==> src/rtl/vx_mem_credit_sched.sv <==
// Round-robin memory request scheduler. Each requester has a limit on outstanding
// reads, the requester index is inserted into the tag, and responses are routed back by it.
module vx_mem_credit_sched #(
  parameter int NUM_REQS      = 4,
  parameter int DATA_WIDTH    = 64,
  parameter int ADDR_WIDTH    = 32,
  parameter int TAG_IN_WIDTH  = 8,
  parameter int TAG_SEL_IDX   = 0,
  parameter int MAX_PENDING   = 4,
  parameter int DATA_SIZE     = DATA_WIDTH / 8,
  parameter int LOG_NUM_REQS  = $clog2(NUM_REQS),
  parameter int TAG_OUT_WIDTH = TAG_IN_WIDTH + LOG_NUM_REQS
) (
  input  logic                             clk,
  input  logic                             reset,
  input  logic [NUM_REQS-1:0]              req_valid_in,
  input  logic [NUM_REQS-1:0]              req_rw_in,
  input  logic [NUM_REQS*ADDR_WIDTH-1:0]   req_addr_in,
  input  logic [NUM_REQS*DATA_SIZE-1:0]    req_byteen_in,
  input  logic [NUM_REQS*DATA_WIDTH-1:0]   req_data_in,
  input  logic [NUM_REQS*TAG_IN_WIDTH-1:0] req_tag_in,
  output logic [NUM_REQS-1:0]              req_ready_in,
  output logic                             req_valid_out,
  output logic                             req_rw_out,
  output logic [ADDR_WIDTH-1:0]            req_addr_out,
  output logic [DATA_SIZE-1:0]             req_byteen_out,
  output logic [DATA_WIDTH-1:0]            req_data_out,
  output logic [TAG_OUT_WIDTH-1:0]         req_tag_out,
  input  logic                             req_ready_out,
  input  logic                             rsp_valid_in,
  input  logic [TAG_OUT_WIDTH-1:0]         rsp_tag_in,
  input  logic [DATA_WIDTH-1:0]            rsp_data_in,
  output logic                             rsp_ready_in,
  output logic [NUM_REQS-1:0]              rsp_valid_out,
  output logic [NUM_REQS*TAG_IN_WIDTH-1:0] rsp_tag_out,
  output logic [NUM_REQS*DATA_WIDTH-1:0]   rsp_data_out,
  input  logic [NUM_REQS-1:0]              rsp_ready_out,
  output logic                             pending_empty
);
  localparam int CNT_W = $clog2(MAX_PENDING + 1);
  localparam logic [TAG_OUT_WIDTH-1:0] LO_MASK =
    (TAG_OUT_WIDTH'(1) << TAG_SEL_IDX) - TAG_OUT_WIDTH'(1);

  logic [ADDR_WIDTH-1:0]   addr_arr   [NUM_REQS];
  logic [DATA_SIZE-1:0]    byteen_arr [NUM_REQS];
  logic [DATA_WIDTH-1:0]   data_arr   [NUM_REQS];
  logic [TAG_IN_WIDTH-1:0] tag_arr    [NUM_REQS];

  logic [NUM_REQS-1:0]      eligible;
  logic [NUM_REQS-1:0]      cnt_zero;
  logic [LOG_NUM_REQS-1:0]  ptr_reg, ptr_next, win;
  logic                     any_elig, accept;
  logic [TAG_OUT_WIDTH-1:0] tag_ext, tag_ins;
  logic [LOG_NUM_REQS-1:0]  sel;
  logic                     sel_ok, rsp_fire;
  logic [TAG_IN_WIDTH-1:0]  rsp_tag_strip;

  logic                     valid_out_reg, rw_reg;
  logic [ADDR_WIDTH-1:0]    addr_reg;
  logic [DATA_SIZE-1:0]     byteen_reg;
  logic [DATA_WIDTH-1:0]    data_reg;
  logic [TAG_OUT_WIDTH-1:0] tag_reg;

  // The scan runs from the far end back toward ptr, so the index closest to ptr wins.
  always_comb begin
    logic [LOG_NUM_REQS-1:0] idx;
    win      = '0;
    any_elig = 1'b0;
    for (int k = NUM_REQS - 1; k >= 0; k--) begin
      idx = LOG_NUM_REQS'((int'(ptr_reg) + k) % NUM_REQS);
      if (eligible[idx]) begin
        win      = idx;
        any_elig = 1'b1;
      end
    end
  end

  assign accept       = !reset && any_elig && (!valid_out_reg || req_ready_out);
  assign req_ready_in = accept ? (NUM_REQS'(1) << win) : '0;
  assign ptr_next     = accept ? LOG_NUM_REQS'((int'(win) + 1) % NUM_REQS) : ptr_reg;

  // Bits below TAG_SEL_IDX stay in place; the rest move up to make room for the index.
  assign tag_ext = TAG_OUT_WIDTH'(tag_arr[win]);
  assign tag_ins = (tag_ext & LO_MASK) | ((tag_ext & ~LO_MASK) << LOG_NUM_REQS)
                 | (TAG_OUT_WIDTH'(win) << TAG_SEL_IDX);

  always_ff @(posedge clk) begin
    if (reset) begin
      valid_out_reg <= 1'b0;
      ptr_reg       <= '0;
    end else begin
      ptr_reg <= ptr_next;
      if (accept)
        valid_out_reg <= 1'b1;
      else if (req_ready_out)
        valid_out_reg <= 1'b0;
    end
  end

  always_ff @(posedge clk) begin
    if (accept) begin
      rw_reg     <= req_rw_in[win];
      addr_reg   <= addr_arr[win];
      byteen_reg <= byteen_arr[win];
      data_reg   <= data_arr[win];
      tag_reg    <= tag_ins;
    end
  end

  assign req_valid_out  = valid_out_reg;
  assign req_rw_out     = rw_reg;
  assign req_addr_out   = addr_reg;
  assign req_byteen_out = byteen_reg;
  assign req_data_out   = data_reg;
  assign req_tag_out    = tag_reg;

  assign sel           = rsp_tag_in[TAG_SEL_IDX +: LOG_NUM_REQS];
  assign sel_ok        = (int'(sel) < NUM_REQS);
  assign rsp_ready_in  = sel_ok && rsp_ready_out[sel];
  assign rsp_valid_out = (rsp_valid_in && sel_ok) ? (NUM_REQS'(1) << sel) : '0;
  assign rsp_fire      = rsp_valid_in && rsp_ready_in;
  assign rsp_tag_strip = TAG_IN_WIDTH'((rsp_tag_in & LO_MASK)
                       | ((rsp_tag_in >> LOG_NUM_REQS) & ~LO_MASK));

  for (genvar gi = 0; gi < NUM_REQS; gi++) begin : g_req
    logic [CNT_W-1:0] cnt_reg;
    logic             take, ret;

    assign addr_arr[gi]   = req_addr_in[gi*ADDR_WIDTH +: ADDR_WIDTH];
    assign byteen_arr[gi] = req_byteen_in[gi*DATA_SIZE +: DATA_SIZE];
    assign data_arr[gi]   = req_data_in[gi*DATA_WIDTH +: DATA_WIDTH];
    assign tag_arr[gi]    = req_tag_in[gi*TAG_IN_WIDTH +: TAG_IN_WIDTH];

    assign eligible[gi] = req_valid_in[gi] && (req_rw_in[gi] || (cnt_reg < CNT_W'(MAX_PENDING)));
    assign cnt_zero[gi] = (cnt_reg == '0);
    assign take         = accept && (win == LOG_NUM_REQS'(gi)) && !req_rw_in[gi];
    assign ret          = rsp_fire && (sel == LOG_NUM_REQS'(gi));

    // Writes never hold a credit; a take and a return in the same cycle cancel out.
    always_ff @(posedge clk) begin
      if (reset) begin
        cnt_reg <= '0;
      end else begin
        assert (!(ret && cnt_reg == '0));
        assert (!(take && cnt_reg == CNT_W'(MAX_PENDING)));
        if (take && !ret)
          cnt_reg <= cnt_reg + CNT_W'(1);
        else if (ret && !take && cnt_reg != '0)
          cnt_reg <= cnt_reg - CNT_W'(1);
      end
    end

    assign rsp_tag_out[gi*TAG_IN_WIDTH +: TAG_IN_WIDTH] = rsp_tag_strip;
    assign rsp_data_out[gi*DATA_WIDTH +: DATA_WIDTH]    = rsp_data_in;
  end

  assign pending_empty = (&cnt_zero) && !valid_out_reg;

endmodule

==> config.mk <==
export PLATFORM = sky130hd
export DESIGN_NAME = vx_mem_credit_sched
export DESIGN_NICKNAME = d
export VERILOG_FILES = /design/src/rtl/vx_mem_credit_sched.sv
export SDC_FILE = /design/constraint.sdc
export NUM_CORES = 1
export LEC_CHECK = 0
export ABC_AREA = 1
export CORE_AREA = 2 2 368 370
export CTS_CLUSTER_SIZE = 40
export DETAILED_ROUTE_END_ITERATION = 8
export DIE_AREA = 0 0 370 372
export MAX_ROUTING_LAYER = met4
export PLACE_DENSITY_LB_ADDON = 0.3
export SLEW_MARGIN = 20
export SYNTH_ARGS = -nofsm -noshare
export SYNTH_HDL_FRONTEND = slang
export SYNTH_SLANG_ARGS = --single-unit
==> constraint.sdc <==
create_clock -name clk -period 3.8 [get_ports clk]
set_clock_uncertainty 0.2 [all_clocks]
set_input_delay 0.76 -clock clk [delete_from_list [all_inputs] [get_ports clk]]
set_output_delay 0.76 -clock clk [all_outputs]
set_load 0.05 [all_outputs]
==> results of run 1 <==
[cell usage after synthesis (all sizes together)]
master  number  share of area
o311ai       1        0.00086
nor2       145          0.057
a21boi       1        0.00074
nand4        7         0.0043
clkbuf      13         0.0048
nand3b       1        0.00074
edfxtp     115           0.34
nor3         7         0.0035
fa           4         0.0079
a21oi       12         0.0070
o21ai      118          0.058
nand3      147          0.073
o211ai     112          0.083
buf        349           0.25
inv         37          0.014
nand2      173          0.068
dfxtp       15          0.030
[critical path: stages]
cell	delay, ps
clkdlybuf4s50_1	490
inv_2	40
nand2_1	70
nand3_1	90
nand2_1	110
nand2_1	110
nand4_1	180
nand2_2	70
bufinv_8	200
nand3_1	130
nor2_4	220
buf_12	170
[area by class of cell]
cell class                      count  share of cell area
Timing Repair Buffer              679               0.395
Sequential cell                   130               0.217
Multi-Input combinational cell    728               0.215
Tap cell                         1781               0.129
Clock buffer                       18              0.0248
Inverter                           37             0.00898
Clock inverter                     14             0.00891
Antenna cell                        5            0.000724
[stage by stage]
step / utilization / setup WS [ps]
final: 0.129 / 181
after global routing: 0.129 / 20.2
after CTS: 0.129 / 157
after detailed placement: 0.124 / 35.6
after global placement: 0.124 / -21.8
after floorplan: - / 10.6
[worst min-delay path by stage]
| stage | start | endpoint | cells after the start |
|---|---|---|---|
| 2_1_floorplan | g_req[0].cnt_reg[1]$_SDFFE_PP0P_ | g_req[0].cnt_reg[1]$_SDFFE_PP0P_ | 2 |
| 3_3_place_gp | g_req[3].cnt_reg[1]$_SDFFE_PP0P_ | g_req[3].cnt_reg[1]$_SDFFE_PP0P_ | 2 |
| 3_5_place_dp | g_req[3].cnt_reg[1]$_SDFFE_PP0P_ | g_req[3].cnt_reg[1]$_SDFFE_PP0P_ | 2 |
| 4_1_cts | g_req[0].cnt_reg[1]$_SDFFE_PP0P_ | g_req[0].cnt_reg[1]$_SDFFE_PP0P_ | 2 |
| 5_1_grt | g_req[3].cnt_reg[1]$_SDFFE_PP0P_ | g_req[3].cnt_reg[1]$_SDFFE_PP0P_ | 2 |
| 6_report | g_req[3].cnt_reg[1]$_SDFFE_PP0P_ | g_req[3].cnt_reg[1]$_SDFFE_PP0P_ | 2 |
[layer usage]
metal | part of all wire | wire length [um] | vias to the layer above
li1 | - | - | 4725
met1 | 0.39 | 27200 | 4724
met2 | 0.48 | 33800 | 733
met3 | 0.11 | 8050 | 67
met4 | 0.021 | 1470 | 0
met5 | 0 | 0 | -
[power by group through the flow]
stage / registers [W] / clock network (W) / logic (W)
2_1_floorplan: 0.00544 / 0 / 0.00571
3_3_place_gp: 0.00328 / 0 / 0.0136
3_5_place_dp: 0.00325 / 0 / 0.0135
4_1_cts: 0.00325 / 0.00199 / 0.0136
5_1_grt: 0.00331 / 0.00200 / 0.0143
6_report: 0.00323 / 0.00185 / 0.0133
[kinds of logic (layout without fill, tap and decap cells)]
| family | count (synthesis) | after routing | share of synthesized area |
|---|---|---|---|
| buffers and inverters | 399 | 748 | 0.266 |
| flip-flops | 130 | 130 | 0.370 |
| AO/OA/AOI/OAI | 244 | 244 | 0.150 |
| AND/OR/NAND/NOR | 480 | 480 | 0.207 |
| adder cells (fa/ha/maj) | 4 | 4 | 0.00789 |
| other | 0 | 5 | 0 |
==> run_results.csv, run 1 <==
group,metric,value,unit
clocking,clk_path_buf_depth,2,
critical_path,crit_fanout,5,
critical_path,worst_setup_path_start_kind,"input port",
critical_path,crit_type,"in -> out",
worst_hold_path,holdCritPathClass,"reg -> reg",
critical_path,crit_required,2840,ps
global_routing,grt_pass1_vias,10644,
clocking,numCtsBuffers,17,
die,initial_utilization,0.0756,
cells_and_area,final_common_cell,"clkdlybuf4s50_1",
synth,avgSynthCellArea,8.07,um^2
global_routing,grtUsageMet3,0.0491,
placed_design,io_buffer_count,591,
cells_and_area,stdcell_count,3392,
global_routing,top_usage_layer,"met2",
placed_design,place_congestion,0.824,
power,p_int,0.00848,W
synth,synth_fp_nets,1799,
global_routing,overflow,0,
power,leakage,5.56,nW
critical_path,cp.arrival,2660,ps
global_routing,antenna_found_initial,14,
die,rows,135,
power,powerDensity,1060,mW/mm^2
power,power_switching,0.00990,W
clocking,cts.htree.levels,4,
global_routing,grtUsageMet1,0.108,
clocking,cts_sinks,130,
critical_path,crit_end,"req_ready_in[2]",
timing,relSlewSlack,0.470,
placed_design,hpwl,58.1,mm
route,wl_per_cell,20.8,um
timing,worstMarginPinSlew,796,ps
route,drt.antenna.violating_nets,0,
cells_and_area,nNetsFinal,2135,
cells_and_area,finalInstanceArea,0.0173,mm^2
power,vdd_ir_drop_max,0.000398,V
route,dr.pass1.iters,5,
timing,period_share,0.952,
global_routing,grt_max_degree,94,
job,drv_cap,0,
timing,period_minus_slack,3620,ps
cells_and_area,drive_above_1_share,0.0971,
clocking,cts_resized,0,
timing,hold_viol,0,
critical_path,worstRegToRegCells,15,
synth,yosys_warnings,0,
cells_and_area,fillCellCount,15387,
power,p_sw_frac,0.539,
cells_and_area,largest_reg_flops,64,
power,clkPwrFrac,0.101,
critical_path,crit_path_end_kind,"output pin",
route,drtIter0Drc,575,
global_routing,grt_pass1_wl,90.6,mm
critical_path,timing.rr.start,"ptr_reg[0]$_SDFFE_PP0P_",
status,status,"complete, no violations",
timing,setup_viol,0,
power,p_seq_frac,0.176,
placed_design,dp.cells,3355,
route,via_per_inst,3.02,
cells_and_area,layout_common_cells,"clkdlybuf4s50_1, nand2_1, nand3_1",
synth,netlist_instances,1257,
power,power.total,0.0184,W
timing,rsz0062_at_grt,"no",
clocking,holdBufCountCts,0,
die,die_h,372,um
die,io_pins,952,
route,num_vias,10249,
timing,drv_slew,0,
placed_design,placed_cell_area,0.0167,mm^2
critical_path,r2r_slack,720,ps
cells_and_area,area_delta_synth_final,70.2,%
critical_path,critPathLaunch,"req_rw_in[2]",
clocking,cts_root_buffer,"clkbuf_16",
route,drc_errors,0,
global_routing,grt_use_met2,0.163,
synth,netlist_area,0.0101,mm^2
synth,ys_seq_elements,130,
power,power_frac_comb,0.723,
timing,max_freq,276,MHz
timing,whs,342,ps
clocking,clock_latency,510,ps
die,die_x,370,um
die,dieArea,0.138,mm^2
cells_and_area,multi_input_area,0.00371,mm^2
synth,seq_area_frac_synth,0.370,
synth,yosysUniqueCellTypes,30,
route,totalWireLength,70.5,mm
clocking,clkTransAtPathRegs,70,ps
clocking,cts_tree,"built",
die,core-area,0.134,mm^2
critical_path,reg2reg_to,"req_data_out[21]$_DFFE_PP_",
timing,fin_tns_setup,0,ps
global_routing,gr-usage-all-layers,0.101,
clocking,cts_setup_buffers,0,
cells_and_area,register_area,0.00375,mm^2
Note: power is estimated with default switching activity, not from simulation.
==> inputs of run 2 (changes only) <==
--- a/config.mk
+++ b/config.mk
@@ -6,10 +6,11 @@
 export NUM_CORES = 1
 export LEC_CHECK = 0
 export ABC_AREA = 1
-export CORE_AREA = 2 2 368 370
+export CORE_AREA = 2 2 373 375
+export CTS_BUF_LIST = sky130_fd_sc_hd__clkbuf_4 sky130_fd_sc_hd__clkbuf_8
 export CTS_CLUSTER_SIZE = 40
 export DETAILED_ROUTE_END_ITERATION = 8
-export DIE_AREA = 0 0 370 372
+export DIE_AREA = 0 0 375 377
 export MAX_ROUTING_LAYER = met4
 export PLACE_DENSITY_LB_ADDON = 0.3
 export SLEW_MARGIN = 20
==> constraint.sdc (replaced) <==
create_clock -name clk -period 3.8 [get_ports clk]
set_clock_uncertainty 0.2 [all_clocks]
set_input_delay 0.76 -clock clk [delete_from_list [all_inputs] [get_ports clk]]
set_output_delay 0.76 -clock clk [all_outputs]
set_load 0.01 [all_outputs]
==> run 2 against run 1 <==
Core utilization decreased by 0.45 points. Setup slack improved by 72 ps. Sequential cell count unchanged. Maximum frequency up 2.0%.
==> run_results.csv, run 2 (synthesis gave the netlist of run 1 again) <==
group,metric,value,unit
cells_and_area,finalCoreUtilization,0.124,
timing,period_share,0.933,
critical_path,r2r_slack,840,ps
timing,setup_viol,0,
placed_design,io_buffer_count,591,
placed_design,hpwl,57.9,mm
clocking,clk_path_buf_depth,2,
cells_and_area,stdcell_count,3412,
route,totalWireLength,70.1,mm
cells_and_area,nNetsFinal,2138,
cells_and_area,final_common_cell,"clkdlybuf4s50_1",
critical_path,critPathLaunch,"req_rw_in[3]",
timing,max_freq,282,MHz
global_routing,overflow,0,
global_routing,antenna_found_initial,10,
power,vdd_ir_drop_max,0.000570,V
clocking,numCtsBuffers,17,
worst_hold_path,holdPathStages,2,
status,status,"complete, no violations",
die,dieArea,0.141,mm^2
die,initial_utilization,0.0741,
timing,whs,331,ps
timing,rsz0062_at_grt,"no",
cells_and_area,layout_common_cells,"clkdlybuf4s50_1, nand2_1, nand3_1",
worst_hold_path,min_to,"g_req[3].cnt_reg[1]$_SDFFE_PP0P_",
die,rows,136,
timing,drv_slew,0,
route,via_per_inst,3.03,
die,core-area,0.137,mm^2
critical_path,crit_required,2840,ps
critical_path,worstRegToRegCells,16,
critical_path,crit_path_end_kind,"output pin",
critical_path,worst_setup_path_start_kind,"input port",
route,drtIter0Drc,545,
cells_and_area,largest_reg_flops,64,
critical_path,cp.arrival,2590,ps
timing,relSlewSlack,0.569,
clocking,cts.htree.levels,4,
global_routing,grt_pass1_vias,10671,
critical_path,crit_type,"in -> out",
critical_path,crit_fanout,4,
die,io_pins,952,
cells_and_area,area_delta_synth_final,67.5,%
route,dr.pass1.iters,5,
job,drv_cap,0,
critical_path,timing.rr.start,"ptr_reg[0]$_SDFFE_PP0P_",
cells_and_area,fillCellCount,15741,
placed_design,place_congestion,0.809,
timing,worstMarginPinSlew,647,ps
power,powerDensity,917,mW/mm^2
worst_hold_path,holdCritPathClass,"reg -> reg",
die,die_x,375,um
timing,hold_viol,0,
route,drt.antenna.violating_nets,0,
critical_path,reg2reg_to,"req_data_out[28]$_DFFE_PP_",
power,leakage,5.45,nW
clocking,cts_root_buffer,"clkbuf_8",
clocking,cts_sinks,130,
route,drc_errors,0,
placed_design,dp.cells,3371,
die,die_h,377,um
worst_hold_path,worstHoldStart,"g_req[3].cnt_reg[1]$_SDFFE_PP0P_",
clocking,clkTransAtPathRegs,90,ps
global_routing,grt_max_degree,91,
clocking,clock_latency,590,ps
cells_and_area,drive_above_1_share,0.0963,
global_routing,grt_pass1_wl,91.9,mm
clocking,cts_tree,"built",
timing,period_minus_slack,3550,ps
route,num_vias,10326,
route,wl_per_cell,20.5,um
global_routing,gr-usage-all-layers,0.0987,
==> run 2: metal layers <==
layer	wire length (um)	GRT usage	share of wire
met2	33300	0.159	0.47
met3	7980	0.0484	0.11
met1	27900	0.109	0.40
met5	0	-	0
met4	883	0.0227	0.013
==> run 2: stage by stage <==
stage	TNS [ps]	instance area [um^2]	power [W]	setup WS, ps
3_5_place_dp	-476	16600	0.0144	-156
2_1_floorplan	0	10200	0.00855	90.8
5_1_grt	0	17000	0.0168	39.7
6_report	0	17000	0.0156	253
3_3_place_gp	-759	16600	0.0145	-178
4_1_cts	0	17000	0.0160	37.5
==> run 2: worst max path at each step <==
stage / end / slack, ps / cells past startpoint
after floorplan: g_req[2].cnt_reg[2]$_SDFFE_PP0P_ / 90 / 16
after global placement: req_ready_in[1] / -180 / 14
after detailed placement: req_ready_in[1] / -160 / 14
after CTS: req_ready_in[0] / 40 / 13
after global routing: req_ready_in[1] / 40 / 15
final: req_ready_in[1] / 250 / 15
==> run 2: worst max-delay path, cell delays in order <==
cell,delay (ps)
clkdlybuf4s50_1,420
inv_2,80
nand2_1,70
nand3_1,90
nand2_1,80
nand2_1,140
nand2_2,70
inv_2,50
nand2_1,50
nand2_2,110
nand2_4,90
inv_2,110
nor2_8,30
nor2_1,150
dlygate4sd2_1,290
==> run 2: final cells by class <==
type,instances,area (um^2),share of cell area
repair buffers,682,6730,0.396
flip-flops and latches,130,3750,0.221
multi-input cells,728,3720,0.219
clock buffers,17,234,0.0138
diodes,9,22.5,0.00132
inverters,37,146,0.00861
well taps,1794,2240,0.132
clock inverters,15,145,0.00854
==> run 2: power breakdown <==
group / switching (W) / internal, W / leakage, nW
clock network: 0.000863 / 0.000534 / 0.186
registers: 0.000392 / 0.00287 / 1.23
logic: 0.00658 / 0.00434 / 4.04
total: 0.00784 / 0.00774 / 5.45
==> run 2: repair_timing <==
item                       in CTS  in global routing
buffers inserted                0                  0
pin swaps                       1                  0
setup endpoints to repair       4                  1
hold buffers                    0                  0
resized for setup               7                  1
==> inputs of run 3 (changes only) <==
--- a/config.mk
+++ b/config.mk
@@ -11,6 +11,7 @@
 export CTS_CLUSTER_SIZE = 40
 export DETAILED_ROUTE_END_ITERATION = 8
 export DIE_AREA = 0 0 375 377
+export GPL_TIMING_DRIVEN = 0
 export MAX_ROUTING_LAYER = met4
 export PLACE_DENSITY_LB_ADDON = 0.3
 export SLEW_MARGIN = 20
==> run 3 against run 2 <==
Critical path depth is 1 lower. Setup slack worse by 190 ps. Hold slack hardly changed. Sequential cell count stayed put. Largest cell class unchanged. Combinational power is 16% higher. Sequential power is 4% lower. Design area is 29% higher. Sequential share of layout area is 4.9 points lower. Non-clock buffer count is 571 higher. Die area stayed put.
==> run_results.csv, run 3 (synthesis gave the netlist of run 1 again) <==
group,metric,value,unit
clocking,numCtsBuffers,17,
clocking,clock_latency,590,ps
die,io_pins,952,
timing,relSlewSlack,0.459,
status,status,"complete, no violations",
timing,worstMarginPinSlew,812,ps
global_routing,grt_pass1_wl,110,mm
die,die_x,375,um
clocking,cts_root_buffer,"clkbuf_8",
clocking,cts.htree.levels,4,
timing,period_minus_slack,3740,ps
clocking,cts_sinks,130,
clocking,clk_path_buf_depth,2,
worst_hold_path,holdPathStages,2,
global_routing,grt_max_degree,67,
placed_design,io_buffer_count,879,
route,totalWireLength,86.6,mm
power,vdd_ir_drop_max,0.000499,V
critical_path,crit_required,3930,ps
cells_and_area,largest_reg_flops,64,
global_routing,overflow,0,
worst_hold_path,holdCritPathClass,"reg -> reg",
cells_and_area,finalCoreUtilization,0.160,
power,leakage,7.85,nW
critical_path,cpMostUsedCell,"nand2_1",
timing,fin_tns_setup,0,ps
clocking,holdBufCountCts,0,
cells_and_area,nNetsFinal,2711,
critical_path,cp.buffers_inverters,4,
timing,period_share,0.983,
critical_path,cp.depth,14,
global_routing,grt_pass1_vias,12349,
route,num_vias,12436,
power,powerDensity,785,mW/mm^2
critical_path,path_cells,"clkdlybuf4s50_1 > inv_2 > nand2_1 > nand3_1 > nand2_2 > nand2_1 > nand2_1 > nand3_2 > nand2_1 > nand2_8 > buf_4 > clkbuf_2 > o21ai_1 > o211ai_1",
timing,max_freq,268,MHz
job,drv_cap,0,
route,dr.pass1.iters,5,
critical_path,crit_type,"in -> reg",
die,dieArea,0.141,mm^2
critical_path,crit_family,"buffers and inverters",
critical_path,cp.arrival,3870,ps
die,core-area,0.137,mm^2
critical_path,slowest_delay,620,ps
cells_and_area,layout_common_cells,"clkdlybuf4s50_1, buf_4, nand2_1",
clocking,clkTransAtPathRegs,110,ps
timing,drv_slew,0,
route,drtIter0Drc,736,
route,drc_errors,0,
cells_and_area,area_delta_synth_final,115,%
die,initial_utilization,0.0741,
critical_path,reg2reg_to,"req_data_out[63]$_DFFE_PP_",
critical_path,crit_path_end_kind,"flop",
worst_hold_path,min_to,"g_req[0].cnt_reg[1]$_SDFFE_PP0P_",
die,rows,136,
timing,hold_viol,0,
critical_path,slowest_stage,"o211ai_1",
timing,rsz0062_at_grt,"yes",
route,drt.antenna.violating_nets,0,
placed_design,place_congestion,0.861,
critical_path,crit_fanout,10,
worst_hold_path,worstHoldStart,"g_req[0].cnt_reg[1]$_SDFFE_PP0P_",
die,die_h,377,um
cells_and_area,final_common_cell,"clkdlybuf4s50_1",
clocking,cts_tree,"built",
critical_path,timing.rr.start,"ptr_reg[0]$_SDFFE_PP0P_",
global_routing,gr-usage-all-layers,0.120,
critical_path,worstRegToRegCells,14,
timing,setup_viol,0,
placed_design,hpwl,72.5,mm
cells_and_area,drive_above_1_share,0.198,
route,wl_per_cell,21.7,um
global_routing,antenna_found_initial,14,
route,via_per_inst,3.12,
critical_path,r2r_slack,310,ps
critical_path,worst_setup_path_start_kind,"input port",
-- run 3: cell types whose count changed in the layout (fill, tap and decap cells not counted), moves of 6 or more --
cell             before  now
clkbuf_1              0   11
clkdlybuf4s50_1     586  874
buf_2                 0   42
buf_4                80  307
buf_6                 0    6
buf_12               11    1
-- run 3: what timing repair did --
action,CTS,global route
pin swaps,7,2
gates cloned,2,0
gates resized for setup,25,10
endpoints found under the setup margin,26,13
setup buffers,14,0
-- run 3: area by class of cell --
class / instances / area, um^2
timing repair buffer: 894 / 8930
clock inverter: 15 / 168
antenna: 7 / 17.5
clock buffer: 17 / 234
timing repair inverter: 2 / 17.5
sequential: 130 / 3750
fill: 15503 / 115000
multi-input combinational: 728 / 3750
inverter: 37 / 158
buffer: 359 / 2580
tap: 1794 / 2240
-- run 3: how the worst max path moves through the flow --
stage / startpoint / end / slack, ps
finish: req_rw_in[3] / req_data_out[63]$_DFFE_PP_ / 60
global route: req_rw_in[1] / req_ready_in[3] / -10
CTS: req_rw_in[3] / req_tag_out[3]$_DFFE_PP_ / 20
detailed placement: req_rw_in[2] / req_data_out[63]$_DFFE_PP_ / -1050
global placement: req_rw_in[2] / req_ready_in[2] / -2090
floorplan: req_rw_in[3] / g_req[2].cnt_reg[2]$_SDFFE_PP0P_ / 90
-- run 3: report_power, final --
group / internal, W / switching (W)
sequential: 0.00286 / 0.000280
clock: 0.000600 / 0.000858
combinational: 0.00432 / 0.00823
total: 0.00778 / 0.00937
-- run 3: metrics by stage --
step	setup slack [ps]	total power (W)	cells	hold slack (ps)	area, um^2
CTS	19.3	0.0176	3976	338	21800
global placement	-2090	0.0158	3930	323	21200
detailed placement	-1050	0.0157	3931	316	21200
floorplan	90.8	0.00855	1257	290	10200
global route	-11.5	0.0183	3978	357	21800
finish	64.0	0.0172	3983	331	21900
-- run 3: worst reg2reg max path, stage by stage (launching register included) --
cell and delay (ps):
dfxtp_1 320, buf_6 140, inv_4 80, nand2_1 60
nand2_2 110, inv_2 60, nand2_1 90, nand2_1 60
nand3_2 90, nand2_1 140, nand2_8 130, buf_4 140
clkbuf_2 580, o21ai_1 430, o211ai_1 620
-- run 3: layer usage --
layer | share of wire | GRT usage | wire length (um) | up-vias
met5 | 0 | - | 0 | -
met3 | 0.076 | 0.0365 | 6580 | 64
met2 | 0.50 | 0.205 | 43500 | 618
li1 | - | - | - | 5878
met4 | 0.021 | 0.0348 | 1860 | 0
met1 | 0.40 | 0.134 | 34700 | 5876
